<file path="src/rtl/id_ex_stage_if.sv">
// Signal bundle between the ID/EX stage and its surroundings (IF/ID, register
// file, MEM/WB write ports, fetch control). All vectors are big-endian.
interface id_ex_stage_if #(
   parameter int DATA_WIDTH = 64,
   parameter int ADDR_WIDTH = 32
);
   logic [0:31]           idInstr;
   logic [0:4]            rfRdAddr0;
   logic [0:4]            rfRdAddr1;
   logic [0:DATA_WIDTH-1] rfRdData0;
   logic [0:DATA_WIDTH-1] rfRdData1;
   logic [0:DATA_WIDTH-1] exResult;
   logic                  memWrEn;
   logic [0:4]            memWrAddr;
   logic [0:DATA_WIDTH-1] memWrData;
   logic                  wbWrEn;
   logic [0:4]            wbWrAddr;
   logic [0:DATA_WIDTH-1] wbWrData;
   logic                  holdIn;
   logic                  exValid;
   logic                  exRegWrEn;
   logic                  exMemRd;
   logic                  exMemWr;
   logic [0:5]            exOpcode;
   logic [0:5]            exFunc;
   logic [0:1]            exWw;
   logic [0:4]            exRd;
   logic [0:15]           exImm;
   logic [0:DATA_WIDTH-1] exOpA;
   logic [0:DATA_WIDTH-1] exOpB;
   logic                  stall;
   logic                  branch;
   logic [0:ADDR_WIDTH-1] branchAddr;

   // Environment side: drives instruction, read data, write ports and hold.
   modport master (
      output idInstr, rfRdData0, rfRdData1, exResult,
      output memWrEn, memWrAddr, memWrData,
      output wbWrEn, wbWrAddr, wbWrData, holdIn,
      input  rfRdAddr0, rfRdAddr1,
      input  exValid, exRegWrEn, exMemRd, exMemWr,
      input  exOpcode, exFunc, exWw, exRd, exImm, exOpA, exOpB,
      input  stall, branch, branchAddr
   );

   // Stage side.
   modport slave (
      input  idInstr, rfRdData0, rfRdData1, exResult,
      input  memWrEn, memWrAddr, memWrData,
      input  wbWrEn, wbWrAddr, wbWrData, holdIn,
      output rfRdAddr0, rfRdAddr1,
      output exValid, exRegWrEn, exMemRd, exMemWr,
      output exOpcode, exFunc, exWw, exRd, exImm, exOpA, exOpB,
      output stall, branch, branchAddr
   );
endinterface

</file>
<file path="src/rtl/id_ex_stage.sv">
// ID/EX stage: decode, operand forwarding, hazard stall, BEZ/BNEZ resolution and
// the ID/EX register. Optional macro ID_EX_FORWARDING_EN enables the bypass muxes.
module id_ex_stage #(
   parameter int DATA_WIDTH = 64,
   parameter int ADDR_WIDTH = 32
) (
   input logic          clk,
   input logic          reset,
   id_ex_stage_if.slave bus
);

   localparam logic [0:5] OP_ALU  = 6'b101010;
   localparam logic [0:5] OP_LW   = 6'b100000;
   localparam logic [0:5] OP_SW   = 6'b100001;
   localparam logic [0:5] OP_BEZ  = 6'b100010;
   localparam logic [0:5] OP_BNEZ = 6'b100011;
   localparam logic [0:5] OP_NOP  = 6'b111100;

   typedef logic [0:DATA_WIDTH-1] data_t;

   typedef struct packed {
      logic        valid;
      logic        reg_wr_en;
      logic        mem_rd;
      logic        mem_wr;
      logic [0:5]  opcode;
      logic [0:5]  func;
      logic [0:1]  ww;
      logic [0:4]  rd;
      logic [0:15] imm;
      data_t       op_a;
      data_t       op_b;
   } ex_reg_t;

   localparam ex_reg_t EX_RESET = '{
      valid:     1'b0,
      reg_wr_en: 1'b0,
      mem_rd:    1'b0,
      mem_wr:    1'b0,
      opcode:    OP_NOP,
      func:      6'd0,
      ww:        2'd0,
      rd:        5'd0,
      imm:       16'd0,
      op_a:      {DATA_WIDTH{1'b0}},
      op_b:      {DATA_WIDTH{1'b0}}
   };

   ex_reg_t ex_q;
   ex_reg_t ex_d;

   logic [0:5]  id_opcode;
   logic [0:5]  id_func;
   logic [0:4]  id_rd;
   logic [0:4]  id_ra;
   logic [0:4]  id_rb;
   logic [0:1]  id_ww;
   logic [0:15] id_imm;

   assign id_opcode = bus.idInstr[0:5];
   assign id_rd     = bus.idInstr[6:10];
   assign id_ra     = bus.idInstr[11:15];
   assign id_rb     = bus.idInstr[16:20];
   assign id_ww     = bus.idInstr[24:25];
   assign id_func   = bus.idInstr[26:31];
   assign id_imm    = bus.idInstr[16:31];

   logic dec_reg_wr_en;
   logic dec_mem_rd;
   logic dec_mem_wr;
   logic is_alu;
   logic is_bez;
   logic is_bnez;
   logic uses_ab;
   logic uses_d;

   always_comb begin
      dec_reg_wr_en = 1'b0;
      dec_mem_rd    = 1'b0;
      dec_mem_wr    = 1'b0;
      is_alu        = 1'b0;
      is_bez        = 1'b0;
      is_bnez       = 1'b0;
      uses_ab       = 1'b0;
      uses_d        = 1'b0;
      case (id_opcode)
         OP_ALU: begin
            dec_reg_wr_en = 1'b1;
            is_alu        = 1'b1;
            uses_ab       = 1'b1;
         end
         OP_LW: begin
            dec_reg_wr_en = 1'b1;
            dec_mem_rd    = 1'b1;
         end
         OP_SW: begin
            dec_mem_wr = 1'b1;
            uses_d     = 1'b1;
         end
         OP_BEZ: begin
            is_bez = 1'b1;
            uses_d = 1'b1;
         end
         OP_BNEZ: begin
            is_bnez = 1'b1;
            uses_d  = 1'b1;
         end
         default: ;
      endcase
   end

   // Port 0 carries rA for ALU ops and rD for everything else (store data, branch test).
   logic [0:4] src0_addr;
   logic       src0_used;
   logic [0:4] src1_addr;
   logic       src1_used;

   assign src0_addr = is_alu ? id_ra : id_rd;
   assign src0_used = uses_ab | uses_d;
   assign src1_addr = id_rb;
   assign src1_used = uses_ab;

   assign bus.rfRdAddr0 = src0_addr;
   assign bus.rfRdAddr1 = src1_addr;

   data_t op_a;
   data_t op_b;
   logic  hazard;

`ifdef ID_EX_FORWARDING_EN
   // Youngest producer wins; a load in ID/EX has no data yet and is skipped.
   function automatic data_t fwd_operand(input logic [0:4] addr, input data_t rf_data);
      data_t val;
      if (ex_q.reg_wr_en && !ex_q.mem_rd && ex_q.rd == addr) begin
         val = bus.exResult;
      end else if (bus.memWrEn && bus.memWrAddr == addr) begin
         val = bus.memWrData;
      end else if (bus.wbWrEn && bus.wbWrAddr == addr) begin
         val = bus.wbWrData;
      end else begin
         val = rf_data;
      end
      return val;
   endfunction

   always_comb begin
      op_a   = fwd_operand(src0_addr, bus.rfRdData0);
      op_b   = fwd_operand(src1_addr, bus.rfRdData1);
      hazard = ex_q.mem_rd &&
               ((src0_used && ex_q.rd == src0_addr) ||
                (src1_used && ex_q.rd == src1_addr));
   end
`else
   // Without bypassing, any in-flight write to a used source must drain first.
   function automatic logic pending_write(input logic [0:4] addr);
      return (ex_q.reg_wr_en && ex_q.rd == addr) ||
             (bus.memWrEn && bus.memWrAddr == addr) ||
             (bus.wbWrEn && bus.wbWrAddr == addr);
   endfunction

   always_comb begin
      op_a   = bus.rfRdData0;
      op_b   = bus.rfRdData1;
      hazard = (src0_used && pending_write(src0_addr)) ||
               (src1_used && pending_write(src1_addr));
   end

   logic unused_fwd_data;
   assign unused_fwd_data = ^{bus.exResult, bus.memWrData, bus.wbWrData};
`endif

   logic taken;
   logic stall_int;
   logic branch_int;

   always_comb begin
      taken      = (is_bez && op_a == '0) || (is_bnez && op_a != '0);
      stall_int  = reset && (bus.holdIn || hazard);
      branch_int = reset && taken && !stall_int;
   end

   assign bus.stall      = stall_int;
   assign bus.branch     = branch_int;
   assign bus.branchAddr = reset ? {{(ADDR_WIDTH-16){1'b0}}, id_imm} : {ADDR_WIDTH{1'b0}};

   // Hold freezes the register outright; a bubble keeps the data fields.
   always_comb begin
      ex_d = ex_q;
      if (bus.holdIn) begin
         ex_d = ex_q;
      end else if (hazard || taken) begin
         ex_d.valid     = 1'b0;
         ex_d.reg_wr_en = 1'b0;
         ex_d.mem_rd    = 1'b0;
         ex_d.mem_wr    = 1'b0;
         ex_d.opcode    = OP_NOP;
      end else begin
         ex_d.valid     = 1'b1;
         ex_d.reg_wr_en = dec_reg_wr_en;
         ex_d.mem_rd    = dec_mem_rd;
         ex_d.mem_wr    = dec_mem_wr;
         ex_d.opcode    = id_opcode;
         ex_d.func      = id_func;
         ex_d.ww        = id_ww;
         ex_d.rd        = id_rd;
         ex_d.imm       = id_imm;
         ex_d.op_a      = op_a;
         ex_d.op_b      = op_b;
      end
   end

   always_ff @(posedge clk) begin
      if (!reset) begin
         ex_q <= EX_RESET;
      end else begin
         ex_q <= ex_d;
      end
   end

   assign bus.exValid   = ex_q.valid;
   assign bus.exRegWrEn = ex_q.reg_wr_en;
   assign bus.exMemRd   = ex_q.mem_rd;
   assign bus.exMemWr   = ex_q.mem_wr;
   assign bus.exOpcode  = ex_q.opcode;
   assign bus.exFunc    = ex_q.func;
   assign bus.exWw      = ex_q.ww;
   assign bus.exRd      = ex_q.rd;
   assign bus.exImm     = ex_q.imm;
   assign bus.exOpA     = ex_q.op_a;
   assign bus.exOpB     = ex_q.op_b;

endmodule
</file>
<file path="src/flat_wrapper.sv">
// flat-port wrapper written by rule: the top's interface ports become plain ports
module id_ex_stage_flat 
#(
   parameter int DATA_WIDTH = 64,
   parameter int ADDR_WIDTH = 32
)
  (clk, reset, bus_idInstr, bus_rfRdData0, bus_rfRdData1, bus_exResult, bus_memWrEn, bus_memWrAddr, bus_memWrData, bus_wbWrEn, bus_wbWrAddr, bus_wbWrData, bus_holdIn, bus_rfRdAddr0, bus_rfRdAddr1, bus_exValid, bus_exRegWrEn, bus_exMemRd, bus_exMemWr, bus_exOpcode, bus_exFunc, bus_exWw, bus_exRd, bus_exImm, bus_exOpA, bus_exOpB, bus_stall, bus_branch, bus_branchAddr);
  id_ex_stage_if #(.DATA_WIDTH(DATA_WIDTH), .ADDR_WIDTH(ADDR_WIDTH)) bus_i ();
  input logic clk;
  input logic reset;
  input wire logic [$bits(bus_i.idInstr)-1:0] bus_idInstr;
  input wire logic [$bits(bus_i.rfRdData0)-1:0] bus_rfRdData0;
  input wire logic [$bits(bus_i.rfRdData1)-1:0] bus_rfRdData1;
  input wire logic [$bits(bus_i.exResult)-1:0] bus_exResult;
  input wire logic [$bits(bus_i.memWrEn)-1:0] bus_memWrEn;
  input wire logic [$bits(bus_i.memWrAddr)-1:0] bus_memWrAddr;
  input wire logic [$bits(bus_i.memWrData)-1:0] bus_memWrData;
  input wire logic [$bits(bus_i.wbWrEn)-1:0] bus_wbWrEn;
  input wire logic [$bits(bus_i.wbWrAddr)-1:0] bus_wbWrAddr;
  input wire logic [$bits(bus_i.wbWrData)-1:0] bus_wbWrData;
  input wire logic [$bits(bus_i.holdIn)-1:0] bus_holdIn;
  output wire logic [$bits(bus_i.rfRdAddr0)-1:0] bus_rfRdAddr0;
  output wire logic [$bits(bus_i.rfRdAddr1)-1:0] bus_rfRdAddr1;
  output wire logic [$bits(bus_i.exValid)-1:0] bus_exValid;
  output wire logic [$bits(bus_i.exRegWrEn)-1:0] bus_exRegWrEn;
  output wire logic [$bits(bus_i.exMemRd)-1:0] bus_exMemRd;
  output wire logic [$bits(bus_i.exMemWr)-1:0] bus_exMemWr;
  output wire logic [$bits(bus_i.exOpcode)-1:0] bus_exOpcode;
  output wire logic [$bits(bus_i.exFunc)-1:0] bus_exFunc;
  output wire logic [$bits(bus_i.exWw)-1:0] bus_exWw;
  output wire logic [$bits(bus_i.exRd)-1:0] bus_exRd;
  output wire logic [$bits(bus_i.exImm)-1:0] bus_exImm;
  output wire logic [$bits(bus_i.exOpA)-1:0] bus_exOpA;
  output wire logic [$bits(bus_i.exOpB)-1:0] bus_exOpB;
  output wire logic [$bits(bus_i.stall)-1:0] bus_stall;
  output wire logic [$bits(bus_i.branch)-1:0] bus_branch;
  output wire logic [$bits(bus_i.branchAddr)-1:0] bus_branchAddr;
  assign bus_i.idInstr = bus_idInstr;
  assign bus_i.rfRdData0 = bus_rfRdData0;
  assign bus_i.rfRdData1 = bus_rfRdData1;
  assign bus_i.exResult = bus_exResult;
  assign bus_i.memWrEn = bus_memWrEn;
  assign bus_i.memWrAddr = bus_memWrAddr;
  assign bus_i.memWrData = bus_memWrData;
  assign bus_i.wbWrEn = bus_wbWrEn;
  assign bus_i.wbWrAddr = bus_wbWrAddr;
  assign bus_i.wbWrData = bus_wbWrData;
  assign bus_i.holdIn = bus_holdIn;
  assign bus_rfRdAddr0 = bus_i.rfRdAddr0;
  assign bus_rfRdAddr1 = bus_i.rfRdAddr1;
  assign bus_exValid = bus_i.exValid;
  assign bus_exRegWrEn = bus_i.exRegWrEn;
  assign bus_exMemRd = bus_i.exMemRd;
  assign bus_exMemWr = bus_i.exMemWr;
  assign bus_exOpcode = bus_i.exOpcode;
  assign bus_exFunc = bus_i.exFunc;
  assign bus_exWw = bus_i.exWw;
  assign bus_exRd = bus_i.exRd;
  assign bus_exImm = bus_i.exImm;
  assign bus_exOpA = bus_i.exOpA;
  assign bus_exOpB = bus_i.exOpB;
  assign bus_stall = bus_i.stall;
  assign bus_branch = bus_i.branch;
  assign bus_branchAddr = bus_i.branchAddr;
  id_ex_stage #(.DATA_WIDTH(DATA_WIDTH), .ADDR_WIDTH(ADDR_WIDTH)) u_core (.clk(clk), .reset(reset), .bus(bus_i));
endmodule
</file>
<file path="config.mk">
export PLATFORM = sky130hd
export DESIGN_NAME = id_ex_stage_flat
export DESIGN_NICKNAME = d
export VERILOG_FILES = /design/src/rtl/id_ex_stage_if.sv /design/src/rtl/id_ex_stage.sv /design/src/flat_wrapper.sv
export SDC_FILE = /design/constraint.sdc
export NUM_CORES = 1
export LEC_CHECK = 0
export CELL_PAD_IN_SITES_DETAIL_PLACEMENT = 0
export CELL_PAD_IN_SITES_GLOBAL_PLACEMENT = 1
export CORE_AREA = 2 2 224 226
export CTS_CLUSTER_SIZE = 10
export DETAILED_ROUTE_END_ITERATION = 8
export DIE_AREA = 0 0 226 228
export PLACE_DENSITY = 0.67
export SYNTH_ARGS = -nofsm -noshare
export SYNTH_HDL_FRONTEND = slang
export SYNTH_SLANG_ARGS = --single-unit
</file>
<file path="constraint.sdc">
create_clock -name clk -period 3.4 [get_ports clk]
set_input_delay 0.68 -clock clk [delete_from_list [all_inputs] [get_ports clk]]
set_output_delay 0.68 -clock clk [all_outputs]
set_load 0.05 [all_outputs]
</file>
==> impl_metrics.ini <==
[clock_tree]
cts-root-buf = clkbuf_16
clk_pin_slew_ns = 0.07
cts-htree-levels = 4
numCtsBuffers = 17
clock-sinks = 159
holdBufCountCts = 0
cts_tree = yes
clk-insertion-delay-late_ns = 0.47
clock_path_buffers = 2

[final_layout]
layout_common_cells = nand2_1, clkdlybuf4s50_1, dfxtp_1, mux2i_1, buf_4
final_common_cell = nand2_1
area_growth_pct = 79.2
final_cells = 1962
stdcell_area_um2 = 13300
fin_nets = 1642
drive_gt1_frac = 0.158
final_core_utilization = 0.269

[worst_setup_path]
end_kind = output port
path_max_fanout = 4
startpoint_type = input port
cp.arrival_ns = 2.77
critical_path_class = input port to output port
cp.required_ns = 2.72

[hold_path]
hp-class = input port to flip-flop

[logic_synthesis]
synth_top_family_by_area = multiplexers
synth_enable_flop_cells = 0
ys_ff_latch = 159
synth_compound_area_frac = 0.0334
synth.avg_cell_area_um2 = 8.67
synthFlopType = dfxtp_1
yosys.area_share.simple = 0.204
synthXorXnorAreaFrac = 0.0390
synth_async_sr_flop_share = 0
synth_cells = 855
ys_seq_area_frac = 0.429
ys_warn_count = 0
syn_area_um2 = 7410
ys_types = 43
synth_fa_ha_area_frac = 0
synth.area.mux_share = 0.207

[sta]
drv_slew = 0
slew_headroom = 0.573
fin_crit_sh = 1.01
fin_setup_tns_ns = -0.0707
clock.fmax_mhz = 290
hold_viol_final = 0
worstMarginPinSlew_ns = 0.641
fin_skew_ns = 0.0109
min_period_ns = 3.45
setup_viol = 2
rsz0062_at_grt = true
layout_setup_ws_ns = -0.0485
whs_ns = 0.446

[grt]
grt_pass1_vias = 7407
use_met3 = 0.0500
gr-usage-all-layers = 0.108
grt.busiest_layer = met2
grt_max_degree = 143
gr-usage-met1 = 0.120
grt_pass1_wl_um = 42100
grt_overflow = 0
antenna_found_initial = 2
globalRouteMet2Util = 0.179

[detailed_routing]
dr.pass1.iters = 4
wl_per_cell_um = 14.2
ant_nets = 0
drtIter0Drc = 252
routed_via_density = 3.69
num_vias = 7237
wirelength_um = 27900
drc = 0

[floorplan]
num_rows = 82
fp.dieH_um = 228
core-area_um2 = 49300
die_w_um = 226
floorplan.io_pins = 578
start_util = 0.150
die_area_um2 = 51500

[run]
maxCapViolCount = 0

[power_and_ir_drop]
leakage_nw = 5.99
power_density_nw_per_um2 = 437
power_mw = 5.80
vdd_drop_max_uv = 279

[place]
placed_cells = 1921
post-place-ws_ns = -1.15
placed_area_um2 = 12500
routabilityCongestion = 0.814
io_buffers = 369
dp_hpwl_um = 21100

[outcome]
status = finished, violations left
violations = setup timing
-- final timing paths --
kind / from / end / slack, ns / cells after the start
max: bus_idInstr[30] / bus_branch / -0.05 / 10
min: bus_idInstr[31] / u_core.bus.exOpcode[0] / 0.45 / 3
max reg2reg: u_core.bus.exRd[0] / u_core.bus.exOpcode[4] / 1.03 / 11
min reg2reg: u_core.bus.exOpB[6] / u_core.bus.exOpB[6] / 0.46 / 2
-- registers in the layout, indices dropped and copies added (netlist names) --
signal / flops
u_core.bus.exOpA: 64
u_core.bus.exOpB: 64
u_core.bus.exImm: 16
u_core.bus.exOpcode: 6
u_core.bus.exRd: 5
u_core.bus.exMemRd: 1
u_core.bus.exMemWr: 1
u_core.bus.exRegWrEn: 1
u_core.bus.exValid: 1
-- cells in the mapped netlist (all sizes together), types with 5 or more instances --
master,instances,share of area
dfxtp,159,0.43
nor2,8,0.0044
nand2,306,0.15
and3b,5,0.0059
xor2,20,0.024
clkbuf,36,0.018
xnor2,13,0.015
nor4,21,0.018
a31oi,5,0.0042
mux2i,151,0.20
buf,49,0.055
inv,27,0.014
-- cell type report --
cell class	instances	area, um^2
inverter	27	101
tap	672	841
antenna	2	5.00
multi-input combinational	599	3890
clock buffer	20	457
clock inverter	12	133
sequential	159	3180
fill	5276	36100
timing repair buffer	471	4670
-- worst max-delay path: stages --
cell     delay, ns
buf_6         0.09
or3b_4        0.43
nor2_4        0.13
mux2_4        0.32
xor2_1        0.15
o41ai_2       0.38
buf_4         0.19
a21oi_4       0.04
and3_4        0.19
buf_12        0.14
-- routing by layer --
metal / vias to the layer above / part of all wire
li1: 3615 / -
met1: 3330 / 0.42
met2: 266 / 0.47
met3: 26 / 0.091
met4: 0 / 0.019
met5: - / 0
-- repair_timing --
action | in CTS | in global routing
resized for setup | 97 | 27
pin swaps | 28 | 9
endpoints found under the setup margin | 162 | 2
buffers inserted | 6 | 1
cloned | 0 | 0
-- where the power goes --
part / switching [mW] / total (mW) / internal (mW)
sequential: 0.0809 / 2.08 / 2.00
combinational: 1.03 / 1.72 / 0.688
clock: 0.874 / 1.99 / 1.12
total: 1.99 / 5.80 / 3.81
-- cell families (layout without fill, tap and decap cells) --
| logic type | Yosys count | after routing |
|---|---|---|
| AOI/OAI and AO/OA | 32 | 32 |
| xor gates and xnor gates | 33 | 33 |
| DFF | 159 | 159 |
| muxes | 153 | 153 |
| and+or+nand+nor | 365 | 365 |
| buffers and inverters | 112 | 530 |
| other | 1 | 18 |
Power figures use the tool's default switching activity.
